`config.mk`:
```
export PLATFORM = sky130hd
export DESIGN_NAME = biriscv_decode_queue_flat
export DESIGN_NICKNAME = d
export VERILOG_FILES = /design/src/rtl/biriscv_decode_queue_pkg.sv /design/src/rtl/biriscv_decode_queue_if.sv /design/src/rtl/biriscv_decode_queue_lane.sv /design/src/rtl/biriscv_decode_queue.sv /design/src/flat_wrapper.sv
export SDC_FILE = /design/constraint.sdc
export NUM_CORES = 1
export LEC_CHECK = 0
export CAP_MARGIN = 20
export CORE_UTILIZATION = 56
export CTS_CLUSTER_DIAMETER = 30
export CTS_CLUSTER_SIZE = 24
export DETAILED_ROUTE_END_ITERATION = 8
export GPL_TIMING_DRIVEN = 1
export PLACE_DENSITY = 0.86
export RECOVER_POWER = 100
export SLEW_MARGIN = 20
export SYNTH_ARGS = -nofsm -noshare
export SYNTH_HDL_FRONTEND = slang
export SYNTH_SLANG_ARGS = --single-unit
```
`constraint.sdc`:
```
create_clock -name clk_i -period 4.75 [get_ports clk_i]
set_input_delay 0.95 -clock clk_i [delete_from_list [all_inputs] [get_ports clk_i]]
set_output_delay 0.95 -clock clk_i [all_outputs]
set_load 0.02 [all_outputs]
```
`src/rtl/biriscv_decode_queue_pkg.sv`:
```
// Shared decode constants for the decode queue: class-bit layout and instruction matching helper.
package biriscv_decode_queue_pkg;

    localparam int CLASS_W        = 8;
    localparam int CLASS_INVALID  = 0;
    localparam int CLASS_EXEC     = 1;
    localparam int CLASS_LSU      = 2;
    localparam int CLASS_BRANCH   = 3;
    localparam int CLASS_MUL      = 4;
    localparam int CLASS_DIV      = 5;
    localparam int CLASS_CSR      = 6;
    localparam int CLASS_RD_VALID = 7;

    localparam logic [31:0] MASK_OP   = 32'h0000_007f;
    localparam logic [31:0] MASK_F3   = 32'h0000_707f;
    localparam logic [31:0] MASK_SH   = 32'hfc00_707f;
    localparam logic [31:0] MASK_R    = 32'hfe00_707f;
    localparam logic [31:0] MASK_ALL  = 32'hffff_ffff;
    localparam logic [31:0] MASK_ERET = 32'hcfff_ffff;
    localparam logic [31:0] MASK_WFI  = 32'hffff_8fff;
    localparam logic [31:0] MASK_SFEN = 32'hfe00_7fff;

    function automatic logic f_match(input logic [31:0] instr, input logic [31:0] val,
                                     input logic [31:0] mask);
        return (instr & mask) == val;
    endfunction

endpackage

```
`src/rtl/biriscv_decode_queue_if.sv`:
```
// Fetch-side and issue-side handshake bundle of the decode queue.
interface biriscv_decode_queue_if #(parameter int LANES = 2);
    logic                  fetch_valid_i;
    logic [LANES-1:0]      fetch_lane_valid_i;
    logic [32*LANES-1:0]   fetch_instr_i;
    logic [31:0]           fetch_pc_i;
    logic [LANES-1:0]      fetch_fault_i;
    logic                  fetch_accept_o;
    logic                  out_valid_o;
    logic [31:0]           out_pc_o;
    logic [32*LANES-1:0]   out_instr_o;
    logic [LANES-1:0]      out_lane_valid_o;
    logic [LANES-1:0]      out_fault_o;
    logic [8*LANES-1:0]    out_class_o;
    logic                  out_accept_i;

    modport slave (
        input  fetch_valid_i, fetch_lane_valid_i, fetch_instr_i, fetch_pc_i, fetch_fault_i,
        output fetch_accept_o,
        output out_valid_o, out_pc_o, out_instr_o, out_lane_valid_o, out_fault_o, out_class_o,
        input  out_accept_i
    );

    modport master (
        output fetch_valid_i, fetch_lane_valid_i, fetch_instr_i, fetch_pc_i, fetch_fault_i,
        input  fetch_accept_o,
        input  out_valid_o, out_pc_o, out_instr_o, out_lane_valid_o, out_fault_o, out_class_o,
        output out_accept_i
    );
endinterface

```
`src/rtl/biriscv_decode_queue_lane.sv`:
```
// Single-lane RV32IM/Zicsr classifier; purely combinational.
module biriscv_decode_lane
    import biriscv_decode_queue_pkg::*;
(
    input  logic               i_valid,
    input  logic               i_fault,
    input  logic               i_muldiv_en,
    input  logic [31:0]        i_instr,
    output logic [CLASS_W-1:0] o_class
);
    logic w_alu, w_load, w_store, w_jump, w_bxx, w_mul, w_div, w_csrxx, w_sys, w_known;

    assign w_alu =
        f_match(i_instr, 32'h0000_0013, MASK_F3) | f_match(i_instr, 32'h0000_2013, MASK_F3) |
        f_match(i_instr, 32'h0000_3013, MASK_F3) | f_match(i_instr, 32'h0000_4013, MASK_F3) |
        f_match(i_instr, 32'h0000_6013, MASK_F3) | f_match(i_instr, 32'h0000_7013, MASK_F3) |
        f_match(i_instr, 32'h0000_1013, MASK_SH) | f_match(i_instr, 32'h0000_5013, MASK_SH) |
        f_match(i_instr, 32'h4000_5013, MASK_SH) |
        f_match(i_instr, 32'h0000_0033, MASK_R)  | f_match(i_instr, 32'h4000_0033, MASK_R)  |
        f_match(i_instr, 32'h0000_1033, MASK_R)  | f_match(i_instr, 32'h0000_2033, MASK_R)  |
        f_match(i_instr, 32'h0000_3033, MASK_R)  | f_match(i_instr, 32'h0000_4033, MASK_R)  |
        f_match(i_instr, 32'h0000_5033, MASK_R)  | f_match(i_instr, 32'h4000_5033, MASK_R)  |
        f_match(i_instr, 32'h0000_6033, MASK_R)  | f_match(i_instr, 32'h0000_7033, MASK_R)  |
        f_match(i_instr, 32'h0000_0037, MASK_OP) | f_match(i_instr, 32'h0000_0017, MASK_OP);

    assign w_load =
        f_match(i_instr, 32'h0000_0003, MASK_F3) | f_match(i_instr, 32'h0000_1003, MASK_F3) |
        f_match(i_instr, 32'h0000_2003, MASK_F3) | f_match(i_instr, 32'h0000_4003, MASK_F3) |
        f_match(i_instr, 32'h0000_5003, MASK_F3) | f_match(i_instr, 32'h0000_6003, MASK_F3);

    assign w_store =
        f_match(i_instr, 32'h0000_0023, MASK_F3) | f_match(i_instr, 32'h0000_1023, MASK_F3) |
        f_match(i_instr, 32'h0000_2023, MASK_F3);

    assign w_jump = f_match(i_instr, 32'h0000_006f, MASK_OP) | f_match(i_instr, 32'h0000_0067, MASK_F3);

    assign w_bxx =
        f_match(i_instr, 32'h0000_0063, MASK_F3) | f_match(i_instr, 32'h0000_1063, MASK_F3) |
        f_match(i_instr, 32'h0000_4063, MASK_F3) | f_match(i_instr, 32'h0000_5063, MASK_F3) |
        f_match(i_instr, 32'h0000_6063, MASK_F3) | f_match(i_instr, 32'h0000_7063, MASK_F3);

    // With the M group disabled these encodings fall through to invalid.
    assign w_mul = i_muldiv_en & (
        f_match(i_instr, 32'h0200_0033, MASK_R) | f_match(i_instr, 32'h0200_1033, MASK_R) |
        f_match(i_instr, 32'h0200_2033, MASK_R) | f_match(i_instr, 32'h0200_3033, MASK_R));

    assign w_div = i_muldiv_en & (
        f_match(i_instr, 32'h0200_4033, MASK_R) | f_match(i_instr, 32'h0200_5033, MASK_R) |
        f_match(i_instr, 32'h0200_6033, MASK_R) | f_match(i_instr, 32'h0200_7033, MASK_R));

    assign w_csrxx =
        f_match(i_instr, 32'h0000_1073, MASK_F3) | f_match(i_instr, 32'h0000_2073, MASK_F3) |
        f_match(i_instr, 32'h0000_3073, MASK_F3) | f_match(i_instr, 32'h0000_5073, MASK_F3) |
        f_match(i_instr, 32'h0000_6073, MASK_F3) | f_match(i_instr, 32'h0000_7073, MASK_F3);

    assign w_sys = w_csrxx |
        f_match(i_instr, 32'h0000_0073, MASK_ALL)  | f_match(i_instr, 32'h0010_0073, MASK_ALL) |
        f_match(i_instr, 32'h0020_0073, MASK_ERET) | f_match(i_instr, 32'h1050_0073, MASK_WFI) |
        f_match(i_instr, 32'h0000_000f, MASK_F3)   | f_match(i_instr, 32'h0000_100f, MASK_F3) |
        f_match(i_instr, 32'h1200_0073, MASK_SFEN);

    assign w_known = w_alu | w_load | w_store | w_jump | w_bxx | w_mul | w_div | w_sys;

    always_comb begin
        o_class = '0;
        if (i_valid) begin
            o_class[CLASS_INVALID]  = !w_known;
            o_class[CLASS_EXEC]     = w_alu;
            o_class[CLASS_LSU]      = w_load | w_store;
            o_class[CLASS_BRANCH]   = w_jump | w_bxx;
            o_class[CLASS_MUL]      = w_mul;
            o_class[CLASS_DIV]      = w_div;
            o_class[CLASS_CSR]      = w_sys | !w_known | i_fault;
            o_class[CLASS_RD_VALID] = w_alu | w_load | w_jump | w_csrxx | w_mul | w_div;
        end
    end
endmodule

```
`src/rtl/biriscv_decode_queue.sv`:
```
// Decode stage: classifies each fetched bundle at the write port and buffers it in a DEPTH-entry FIFO.
module biriscv_decode_queue
    import biriscv_decode_queue_pkg::*;
#(
    parameter int LANES          = 2,
    parameter int DEPTH          = 4,
    parameter int SUPPORT_MULDIV = 1
) (
    input  logic                       clk_i,
    input  logic                       rst_ni,
    input  logic                       enable_muldiv_i,
    input  logic                       flush_i,
    biriscv_decode_queue_if.slave      bus,
    output logic [$clog2(DEPTH+1)-1:0] level_o
);
    localparam int PW = $clog2(DEPTH);
    localparam int LW = $clog2(DEPTH+1);

    logic [PW-1:0]          r_rd_ptr, r_wr_ptr;
    logic [LW-1:0]          r_level;
    logic [31:0]            r_pc    [DEPTH];
    logic [32*LANES-1:0]    r_instr [DEPTH];
    logic [LANES-1:0]       r_lv    [DEPTH];
    logic [LANES-1:0]       r_fault [DEPTH];
    logic [8*LANES-1:0]     r_class [DEPTH];

    logic                   w_muldiv_en, w_accept, w_push, w_pop, w_valid;
    logic [8*LANES-1:0]     w_class;

    assign w_muldiv_en = (SUPPORT_MULDIV != 0) && enable_muldiv_i;

    for (genvar g = 0; g < LANES; g++) begin : g_lane
        biriscv_decode_lane u_lane (
            .i_valid     (bus.fetch_lane_valid_i[g]),
            .i_fault     (bus.fetch_fault_i[g]),
            .i_muldiv_en (w_muldiv_en),
            .i_instr     (bus.fetch_instr_i[32*g +: 32]),
            .o_class     (w_class[CLASS_W*g +: CLASS_W])
        );
    end

    // Acceptance depends only on registered level, so a pop never frees a slot in the same cycle.
    assign w_valid  = (r_level != '0);
    assign w_accept = (r_level != LW'(DEPTH)) && !flush_i;
    assign w_push   = bus.fetch_valid_i && w_accept;
    assign w_pop    = w_valid && bus.out_accept_i && !flush_i;

    always_ff @(posedge clk_i) begin
        if (!rst_ni || flush_i) begin
            r_rd_ptr <= '0;
            r_wr_ptr <= '0;
            r_level  <= '0;
        end else begin
            if (w_push) r_wr_ptr <= r_wr_ptr + 1'b1;
            if (w_pop)  r_rd_ptr <= r_rd_ptr + 1'b1;
            case ({w_push, w_pop})
                2'b10:   r_level <= r_level + 1'b1;
                2'b01:   r_level <= r_level - 1'b1;
                default: r_level <= r_level;
            endcase
        end
    end

    always_ff @(posedge clk_i) begin
        if (w_push) begin
            r_pc[r_wr_ptr]    <= bus.fetch_pc_i;
            r_instr[r_wr_ptr] <= bus.fetch_instr_i;
            r_lv[r_wr_ptr]    <= bus.fetch_lane_valid_i;
            r_fault[r_wr_ptr] <= bus.fetch_fault_i & bus.fetch_lane_valid_i;
            r_class[r_wr_ptr] <= w_class;
        end
    end

    assign bus.fetch_accept_o   = w_accept;
    assign bus.out_valid_o      = w_valid;
    assign bus.out_pc_o         = w_valid ? r_pc[r_rd_ptr]    : '0;
    assign bus.out_instr_o      = w_valid ? r_instr[r_rd_ptr] : '0;
    assign bus.out_lane_valid_o = w_valid ? r_lv[r_rd_ptr]    : '0;
    assign bus.out_fault_o      = w_valid ? r_fault[r_rd_ptr] : '0;
    assign bus.out_class_o      = w_valid ? r_class[r_rd_ptr] : '0;
    assign level_o              = r_level;
endmodule
```
`src/flat_wrapper.sv`:
```
// flat-port wrapper written by rule: the top's interface ports become plain ports
module biriscv_decode_queue_flat import biriscv_decode_queue_pkg::*;
#(
    parameter int LANES          = 2,
    parameter int DEPTH          = 4,
    parameter int SUPPORT_MULDIV = 1
)
  (clk_i, rst_ni, enable_muldiv_i, flush_i, level_o, bus_fetch_valid_i, bus_fetch_lane_valid_i, bus_fetch_instr_i, bus_fetch_pc_i, bus_fetch_fault_i, bus_fetch_accept_o, bus_out_valid_o, bus_out_pc_o, bus_out_instr_o, bus_out_lane_valid_o, bus_out_fault_o, bus_out_class_o, bus_out_accept_i);
  biriscv_decode_queue_if #(.LANES(LANES)) bus_i ();
  input  logic clk_i;
  input  logic rst_ni;
  input  logic enable_muldiv_i;
  input  logic flush_i;
  output logic [$clog2(DEPTH+1)-1:0] level_o;
  input wire logic [$bits(bus_i.fetch_valid_i)-1:0] bus_fetch_valid_i;
  input wire logic [$bits(bus_i.fetch_lane_valid_i)-1:0] bus_fetch_lane_valid_i;
  input wire logic [$bits(bus_i.fetch_instr_i)-1:0] bus_fetch_instr_i;
  input wire logic [$bits(bus_i.fetch_pc_i)-1:0] bus_fetch_pc_i;
  input wire logic [$bits(bus_i.fetch_fault_i)-1:0] bus_fetch_fault_i;
  output wire logic [$bits(bus_i.fetch_accept_o)-1:0] bus_fetch_accept_o;
  output wire logic [$bits(bus_i.out_valid_o)-1:0] bus_out_valid_o;
  output wire logic [$bits(bus_i.out_pc_o)-1:0] bus_out_pc_o;
  output wire logic [$bits(bus_i.out_instr_o)-1:0] bus_out_instr_o;
  output wire logic [$bits(bus_i.out_lane_valid_o)-1:0] bus_out_lane_valid_o;
  output wire logic [$bits(bus_i.out_fault_o)-1:0] bus_out_fault_o;
  output wire logic [$bits(bus_i.out_class_o)-1:0] bus_out_class_o;
  input wire logic [$bits(bus_i.out_accept_i)-1:0] bus_out_accept_i;
  assign bus_i.fetch_valid_i = bus_fetch_valid_i;
  assign bus_i.fetch_lane_valid_i = bus_fetch_lane_valid_i;
  assign bus_i.fetch_instr_i = bus_fetch_instr_i;
  assign bus_i.fetch_pc_i = bus_fetch_pc_i;
  assign bus_i.fetch_fault_i = bus_fetch_fault_i;
  assign bus_fetch_accept_o = bus_i.fetch_accept_o;
  assign bus_out_valid_o = bus_i.out_valid_o;
  assign bus_out_pc_o = bus_i.out_pc_o;
  assign bus_out_instr_o = bus_i.out_instr_o;
  assign bus_out_lane_valid_o = bus_i.out_lane_valid_o;
  assign bus_out_fault_o = bus_i.out_fault_o;
  assign bus_out_class_o = bus_i.out_class_o;
  assign bus_i.out_accept_i = bus_out_accept_i;
  biriscv_decode_queue #(.LANES(LANES), .DEPTH(DEPTH), .SUPPORT_MULDIV(SUPPORT_MULDIV)) u_core (.clk_i(clk_i), .rst_ni(rst_ni), .enable_muldiv_i(enable_muldiv_i), .flush_i(flush_i), .bus(bus_i), .level_o(level_o));
endmodule
```
==> out/results.tsv <==
stage	metric	value	unit
status	status	finished with violations	
status	violations	capacitance limit, slew limit	
timing	rsz0062_at_grt	false	
logic_synthesis	ys_ff_latch	473	
clock_tree	holdBufCountCts	0	
placement	placedCellCount	1565	
die	ioPinCount	227	
placement	placed_area	21680	sq um
placement	hpwl	23540	microns
routing	drc	0	
clock_tree	cts_setup_buffers	0	
critical_path	worst-path-max-fanout	34	
clock_tree	path_clk_slew	0.05	ns
global_route	use_met3	0.07078	
power_and_ir_drop	p_clk_frac	0.541	
timing	worst_pin_slew	1.900	ns
timing	post-route-min-period	4.282	ns
critical_path	reg2reg_from	u_core.level_o[0]$_SDFFE_PP0P_	
die	die_w	185.3	microns
placement	portBuffers	226	
critical_path	crit_path_start_kind	flip-flop	
clock_tree	clkLatencyLatePin	0.57	ns
cells_and_area	seq_area	14120	sq um
global_route	grt_pass1_vias	10760	
critical_path	criticalPathCategory	reg -> out	
critical_path	worstPathRequired	3.80	ns
critical_path	r2r_slack	1.05	ns
logic_synthesis	synth_edf_count	464	
global_route	use_met1	0.3286	
timing	finalClockSkew	0.01588	ns
timing	finalCritPeriodShare	0.9014	
cells_and_area	final_area	24460	sq um
cells_and_area	finalNonFillerCells	1725	
critical_path	worstRegToRegCells	4	
clock_tree	cts.repair.resized	0	
die	coreArea	32780	sq um
cells_and_area	utilization	0.7461	
logic_synthesis	synthesis.area	18810	sq um
clock_tree	cts_buffer_depth	3	
timing	fin_ws	0.4681	ns
cells_and_area	fillers	1842	
cells_and_area	multiInputGateArea	4388	sq um
global_route	grt_remaining_overflow	0	
timing	setup_tns	0	ns
cells_and_area	area_growth_syn_to_layout	30.02	%
critical_path	end_kind	primary output	
power_and_ir_drop	switching_share	0.2088	
power_and_ir_drop	total_power	11.16	mW
logic_synthesis	async_flop_share	0	
hold_path	hold_depth	2	
cells_and_area	drive_above_1_share	0.2156	
die	row_count	66	
hold_path	min_to	u_core.level_o[2]$_SDFFE_PP0P_	
global_route	top_usage_layer	met2	
power_and_ir_drop	power.share.sequential	0.419	
clock_tree	cts_buffers	85	
global_route	grt_max_degree	117	
timing	relSlewSlack	-0.2669	
clock_tree	cts_tree	built	
power_and_ir_drop	peakVddDrop	0.4352	mV
hold_path	worstHoldPathType	reg -> reg	
placement	routabilityCongestion	0.8592	
routing	ant_nets	0	
die	die_h	185.3	microns
power_and_ir_drop	p_int	8.828	mW
timing	maxSlewViolCount	146	
critical_path	worstReg2RegEnd	u_core.r_instr[0][37]$_DFFE_PP_	
clock_tree	cts.htree.levels	3	
routing	dr.pass1.iters	5	
power_and_ir_drop	p_comb_frac	0.040	
logic_synthesis	seq_area_frac_synth	0.7502	
timing	hold_ws	0.5415	ns
logic_synthesis	yosys_warnings	0	
logic_synthesis	syn_nets	1036	
flow_run	drv_cap	2	
hold_path	min-delay-start	u_core.level_o[2]$_SDFFE_PP0P_	
power_and_ir_drop	leakagePower	8.185	nW
routing	routed_wl	42390	microns
global_route	grt_antenna_before_repair	5	
timing	setup_viol	0	
routing	wire_per_inst	24.57	microns
global_route	use_met2	0.4249	
global_route	grt_pass1_wl	63450	microns
die	die_area	34330	sq um
logic_synthesis	synthDistinctLibCells	60	
power_and_ir_drop	p_per_area	456.2	nW/um^2
die	initial_core_util	0.5738	
cells_and_area	fin_nets	1322	
routing	drt_iter0_drc	945	
routing	vias	10250	
logic_synthesis	syn_area_per_cell	20.36	sq um
clock_tree	cts-root-buf	clkbuf_16	
placement	place_worst_setup_slack	1.240	ns
clock_tree	numClockSinks	473	
timing	fmax	233.5	MHz
logic_synthesis	synthFlopType	edfxtp_1	
logic_synthesis	syn_inst	924	
global_route	grt_usage	0.2553	
critical_path	arrival	3.33	ns
timing	finalHoldViolCount	0	
routing	vias_per_cell	5.940	
power_and_ir_drop	p_switching	2.330	mW
## metal layers
layer / up-vias / wire [microns]
met5: - / 51
met4: 8 / 778
met3: 85 / 3583
met2: 513 / 21750
met1: 5290 / 16220
li1: 4351 / -
## sequential cells by signal, summed over array words and instances (netlist names), named ones only
signal,cells
u_core.r_pc,128
u_core.r_fault,8
u_core.r_wr_ptr,2
u_core.r_class,64
u_core.r_rd_ptr,2
u_core.r_instr,256
u_core.r_lv,8
u_core.level_o,3
## Yosys cell counts (2+ instances only)
library cell | count | area, sq um
edfxtp_1 | 464 | 13930
and2_1 | 120 | 750.7
mux4_2 | 116 | 2613
nor2_1 | 29 | 108.9
clkbuf_1 | 21 | 78.83
buf_2 | 16 | 80.08
inv_1 | 14 | 52.55
nor3_1 | 11 | 55.05
o21ai_0 | 10 | 50.05
dfxtp_1 | 9 | 180.2
nand2_1 | 9 | 33.78
nor4_1 | 8 | 50.05
a21oi_1 | 7 | 35.03
and3_1 | 7 | 43.79
nand3_1 | 7 | 35.03
nand2b_1 | 6 | 37.54
xor2_1 | 6 | 52.55
buf_6 | 5 | 56.30
ha_1 | 5 | 62.56
or3_1 | 4 | 25.02
nand3b_1 | 3 | 22.52
nand4_1 | 3 | 18.77
a211o_1 | 2 | 17.52
a31oi_1 | 2 | 12.51
mux2i_1 | 2 | 20.02
nor4b_1 | 2 | 17.52
o2111ai_1 | 2 | 17.52
o21bai_1 | 2 | 15.01
## critical path: stages (launching register included)
cell	delay, ns
dfxtp_4	0.84
clkbuf_2	0.50
mux4_2	0.57
and2_1	0.17
dlygate4sd3_1	0.64
## layout make-up
cell class                 instances  share of cell area
antenna                            3           0.0003069
clock buffer                      96             0.09039
clock inverter                    61             0.02808
inverter                          14            0.002148
multi-input combinational        394              0.1794
sequential                       473              0.5773
tap                              442             0.02261
timing repair buffer             242             0.09975
## cell usage in the layout, fill, tap and decap left out, types with 8 or more instances in the layout
| master | Yosys | final |
|---|---|---|
| edfxtp_1 | 464 | 464 |
| nor4_1 | 8 | 8 |
| o21ai_0 | 10 | 10 |
| nor3_1 | 11 | 12 |
| clkinv_2 | 0 | 12 |
| bufinv_16 | 0 | 11 |
| clkbuf_16 | 0 | 87 |
| clkinv_1 | 0 | 9 |
| clkbuf_1 | 21 | 11 |
| clkinvlp_4 | 0 | 9 |
| nor2_1 | 29 | 29 |
| mux4_2 | 116 | 116 |
| nand2_1 | 9 | 9 |
| dlygate4sd3_1 | 0 | 207 |
| inv_1 | 14 | 14 |
| inv_6 | 0 | 9 |
| and2_1 | 120 | 115 |
| clkdlybuf4s50_1 | 0 | 19 |
## worst max path at each step
stage / from / to / slack (ns) / depth (start not counted)
floorplan: flush_i / u_core.r_class[0][0]$_DFFE_PP_ / 1.27 / 2
global placement: flip-flop / bus_out_instr_o[1] / 1.28 / 4
detailed placement: flip-flop / bus_out_instr_o[2] / 1.24 / 4
CTS: flip-flop / bus_out_lane_valid_o[0] / 0.62 / 4
global route: flip-flop / bus_out_class_o[2] / 0.27 / 4
finish: flip-flop / bus_out_class_o[2] / 0.47 / 4
## kinds of logic (layout without fill, tap and decap cells)
group,after synthesis,after routing,synth area share
AOI/OAI and AO/OA,40,40,0.01556
xor gates and xnor gates,7,7,0.003259
adders and majority gates,6,6,0.004390
buffers and inverters,57,413,0.01463
DFF,473,473,0.7502
muxes,118,118,0.1399
other,0,3,0
and+or+nand+nor,223,223,0.07197
## power by group through the flow
stage	Sequential [mW]	Clock (mW)	Combinational [mW]
6_report	4.68	6.03	0.451
5_1_grt	4.68	6.29	0.480
4_1_cts	4.67	6.10	0.489
3_5_place_dp	4.75	0	0.480
3_3_place_gp	4.75	0	0.468
2_1_floorplan	4.75	0	0.206
Note: power is estimated with default switching activity, not from simulation.
